### config.mk
export PLATFORM = sky130hd
export DESIGN_NAME = stream_rr_arbiter
export DESIGN_NICKNAME = d
export VERILOG_FILES = /design/src/rtl/stream_rr_arbiter.sv
export SDC_FILE = /design/constraint.sdc
export NUM_CORES = 1
export LEC_CHECK = 0
export CAP_MARGIN = 10
export CORE_MARGIN = 2
export CORE_UTILIZATION = 39
export DETAILED_ROUTE_END_ITERATION = 8
export PLACE_DENSITY = 0.95
export REMOVE_ABC_BUFFERS = 1
export SLEW_MARGIN = 20
export SYNTH_ARGS = -nofsm -noshare
export SYNTH_HDL_FRONTEND = slang
export SYNTH_SLANG_ARGS = --single-unit
### constraint.sdc
create_clock -name clk -period 3.94 [get_ports clk]
set_input_delay 0.591 -clock clk [delete_from_list [all_inputs] [get_ports clk]]
set_output_delay 0.591 -clock clk [all_outputs]
set_load 0.1 [all_outputs]
### src/rtl/stream_rr_arbiter.sv
// rtl/stream_rr_arbiter.sv - packet-locked round-robin merge of NUM_REQ streams into one registered stage
module stream_rr_arbiter #(
  parameter int NUM_REQ = 4,
  parameter int WIDTH   = 32,
  localparam int IDX_W  = (NUM_REQ > 1) ? $clog2(NUM_REQ) : 1
) (
  input  logic                     clk,
  input  logic                     rst,
  input  logic [NUM_REQ*WIDTH-1:0] in_data,
  input  logic [NUM_REQ-1:0]       in_valid,
  input  logic [NUM_REQ-1:0]       in_last,
  output logic [NUM_REQ-1:0]       in_ready,
  output logic [WIDTH-1:0]         out_data,
  output logic                     out_last,
  output logic [IDX_W-1:0]         out_id,
  output logic                     out_valid,
  input  logic                     out_ready
);

  logic             stage_en;
  logic             lock;
  logic [IDX_W-1:0] lock_id;
  logic [IDX_W-1:0] ptr;
  logic [IDX_W-1:0] ptr_next;
  logic [IDX_W-1:0] winner;
  logic [IDX_W-1:0] cand;
  logic             has_winner;
  logic             xfer;
  logic [WIDTH-1:0] sel_data;
  logic             sel_last;
  int               idx_int;

  assign stage_en = !out_valid || out_ready;
  assign xfer     = stage_en && has_winner;

  // While locked the owner keeps the grant even through valid bubbles.
  always_comb begin
    winner     = '0;
    has_winner = 1'b0;
    idx_int    = 0;
    cand       = '0;
    if (lock) begin
      winner     = lock_id;
      has_winner = in_valid[lock_id];
    end else begin
      for (int k = 0; k < NUM_REQ; k++) begin
        idx_int = int'(ptr) + k;
        if (idx_int >= NUM_REQ) idx_int = idx_int - NUM_REQ;
        cand = IDX_W'(idx_int);
        if (!has_winner && in_valid[cand]) begin
          has_winner = 1'b1;
          winner     = cand;
        end
      end
    end
  end

  always_comb begin
    in_ready = '0;
    sel_data = '0;
    sel_last = 1'b0;
    for (int i = 0; i < NUM_REQ; i++) begin
      if (winner == IDX_W'(i)) begin
        sel_data    = in_data[i*WIDTH +: WIDTH];
        sel_last    = in_last[i];
        in_ready[i] = stage_en && (lock || has_winner);
      end
    end
  end

  always_comb begin
    ptr_next = winner + IDX_W'(1);
    if (winner == IDX_W'(NUM_REQ - 1)) ptr_next = '0;
  end

  always_ff @(posedge clk) begin
    if (rst) begin
      out_valid <= 1'b0;
      out_last  <= 1'b0;
      out_id    <= '0;
      out_data  <= '0;
      ptr       <= '0;
      lock      <= 1'b0;
      lock_id   <= '0;
    end else if (stage_en) begin
      if (xfer) begin
        out_valid <= 1'b1;
        out_data  <= sel_data;
        out_last  <= sel_last;
        out_id    <= winner;
        if (sel_last) begin
          lock <= 1'b0;
          ptr  <= ptr_next;
        end else begin
          lock    <= 1'b1;
          lock_id <= winner;
        end
      end else begin
        out_valid <= 1'b0;
      end
    end
  end

endmodule

==> results.cfg, run 1 <==
[run_status]
status = completed

[synthesis]
ys_seq_elements = 41
synth_area_leaders = dfxtp_1, a221oi_1, a211oi_2, nor2b_1, a21oi_1
ys_seq_area_share_pct = 30.22
syn_area_per_cell_sq_um = 8.157
synth-edff-count = 0
synth_area_leader_cell = dfxtp_1
ys.flop_type = dfxtp_1
yosysUniqueCellTypes = 35
yosys_warnings = 0
syn_inst = 333
synthArstFlopShare_pct = 0
synth_top_cell_area_share_pct = 30.22
synth_area_sq_um = 2716
synth_top_cells_by_count = dfxtp_1, nor2_1, a21oi_1, nor2b_1
yosysMostFrequentCell = dfxtp_1

[global_route]
grt_max_degree = 57
grt_pass1_wl_um = 14440
gr-total-overflow = 0
grt_use_met2_pct = 43.39
grt_pass1_vias = 3140
antenna_found_initial = 0
grt_busiest_layer = met2
grtUsageMet3_pct = 5.118
grt.met1_usage_pct = 26.66
grt_util_all_layers_pct = 23.40

[flow_run]
drv_cap = 0

[placement]
dp_hpwl_um = 6923
place_inst = 564
placed_area_sq_um = 4526
io_buffers = 178
routabilityCongestion = 0.8814

[clock_network]
clkLatencyLatePin_ps = 300
numCtsBuffers = 5
clock-sinks = 41
cts-root-buf = clkbuf_8
post_cts_buffers = 0
ctsHtreeMaxLevel = 2
clockBufferDepth = 2
hold_buffers = 0
clkTransAtPathRegs_ps = 80
cts_tree = built
cts_resized = 0

[timing]
setup_viol = 0
skew_ps = 9.383
min_period_ps = 3472
rsz0062_at_grt = false
hold_viol_final = 0
worst_slew_pin_slew_ps = 1079
period_share_pct = 88.11
drv_slew = 0
tns_ps = 0
slew_headroom_pct = 28.03
clock.fmax_mhz = 288.0

[critical_path]
crit_family = buffers and inverters
crit_chain = clkdlybuf4s50_1 > mux2i_1 > o221ai_1 > o22ai_1 > ha_1 > buf_4 > and2_1 > buf_12
path_buf_inv = 3
r2r_start = ptr[1]
cpPeakStageDelay_ps = 510
cp.arrival_ps = 2880
critPathKind = input pin to primary output
required_ps = 3350
cp-start-kind = input pin
worstSetupStartpoint = in_valid[0]
critPathMaxFanout = 35
end_kind = primary output
slowest_stage = clkdlybuf4s50_1

[route]
wirelength_um = 9330
ant_nets = 0
first_pass_iters = 4
drtIter0Drc = 109
via_per_inst = 5.596
drcViolationCount = 0
wl_per_cell_um = 16.31
vias = 3201

[floorplan]
die_y_um = 87.46
initial_core_util_pct = 40.20
dieArea_sq_um = 7648
io_pins = 179
fp.coreArea_sq_um = 6756
core.rowCount = 30
die_x_um = 87.46

[cells_and_area]
post-route-util_pct = 68.70
fin_nets = 634
diodes = 0
syn_to_final_growth_pct = 70.89
stdcell_count = 572
drive_above_1_share_pct = 10.57
final_cell_area_sq_um = 4642

[worst_hold_path]
hp-start = out_valid
hold_class = flip-flop to flip-flop

[power_and_ir_drop]
irDropWorstVdd_mv = 0.5459
p_per_area_nw_per_um2 = 923.1
p_leak_nw = 1.670
per-stage QoR:
stage	worst slack [ps]	power, mW	hold slack (ps)
after floorplan	-135.1	3.083	506.7
after global placement	502.4	3.858	488.6
after detailed placement	376.0	3.946	490.0
final	468.3	4.285	501.0
after CTS	480.7	4.300	500.7
after global routing	337.5	4.528	529.0
layout make-up:
type                       instances  area [sq um]
fill                             546          2115
timing repair buffer             186          1877
multi-input combinational        249          1698
sequential                        41         820.8
tap                               80         100.1
clock buffer                       7         86.33
clock inverter                     1         30.03
inverter                           8         30.03
worst min-delay path, cell delays in order (launching register included):
cell and delay (ps):
dfxtp_1 310, nand2b_1 80, a21oi_1 60
per-layer routing:
metal / part of all wire, % / wire length, um
met4: 1.8 / 168
met5: 0 / 0
met2: 50 / 4688
met1: 41 / 3785
met3: 7.4 / 688
worst paths after layout:
| check | endpoint | slack [ps] | cells after the start |
|---|---|---|---|
| max | in_ready[1] | 470 | 8 |
| max reg2reg | out_data[14] | 990 | 11 |
| min | out_valid | 500 | 2 |
| min reg2reg | out_valid | 500 | 2 |
power breakdown:
group          switching [mW]  total, mW  internal, mW  leakage (nW)
clock                   0.143      0.350         0.207        0.0585
combinational            2.19       3.27          1.07          1.27
sequential             0.0916      0.667         0.576         0.340
logic make-up after synthesis:
group           Yosys count  synth area share (%)
compound gates          118                 35.88
fa+ha+maj                 4                 1.843
buf+inv                  43                 7.600
flops                    41                 30.22
mux                       5                 1.843
simple gates            122                 22.62
state kept, by name, summed over array words and instances (netlist names):
name,count
ptr,2
out_last,1
lock,1
out_valid,1
out_data,32
lock_id,2
out_id,2
cells in the final DEF, fill, tap and decap left out, types with 4 or more instances in the layout:
master           netlist  final
a211oi_1              11     11
clkdlybuf4s50_1        0    173
nor2_1                40     40
dfxtp_1               41     41
and2_1                 4      4
nor2b_1               33     32
a211oi_2              21     21
buf_4                  6      8
nor3_1                32     32
clkbuf_8               0      6
mux2i_1                5      5
a21oi_1               37     37
nand2_1                4      4
inv_1                  8      8
o21ai_0                5      5
a221oi_1              32     32
buf_12                 0      4
No activity file was read; power rests on OpenSTA's default activity.
==> run 2: changes to the inputs <==
--- a/config.mk
+++ b/config.mk
@@ -11,7 +11,7 @@
 export DETAILED_ROUTE_END_ITERATION = 8
 export PLACE_DENSITY = 0.95
 export REMOVE_ABC_BUFFERS = 1
-export SLEW_MARGIN = 20
+export SLEW_MARGIN = 10
 export SYNTH_ARGS = -nofsm -noshare
 export SYNTH_HDL_FRONTEND = slang
 export SYNTH_SLANG_ARGS = --single-unit
==> results of run 2 <==
Same layout as run 1: the final DEF is identical, and so are final timing and power.
==> run 3: changes to the inputs <==
--- a/config.mk
+++ b/config.mk
@@ -8,6 +8,7 @@
 export CAP_MARGIN = 10
 export CORE_MARGIN = 2
 export CORE_UTILIZATION = 39
+export CTS_CLUSTER_DIAMETER = 50
 export DETAILED_ROUTE_END_ITERATION = 8
 export PLACE_DENSITY = 0.95
 export REMOVE_ABC_BUFFERS = 1
==> results of run 3 <==
Same layout as run 1: the final DEF is identical, and so are final timing and power.
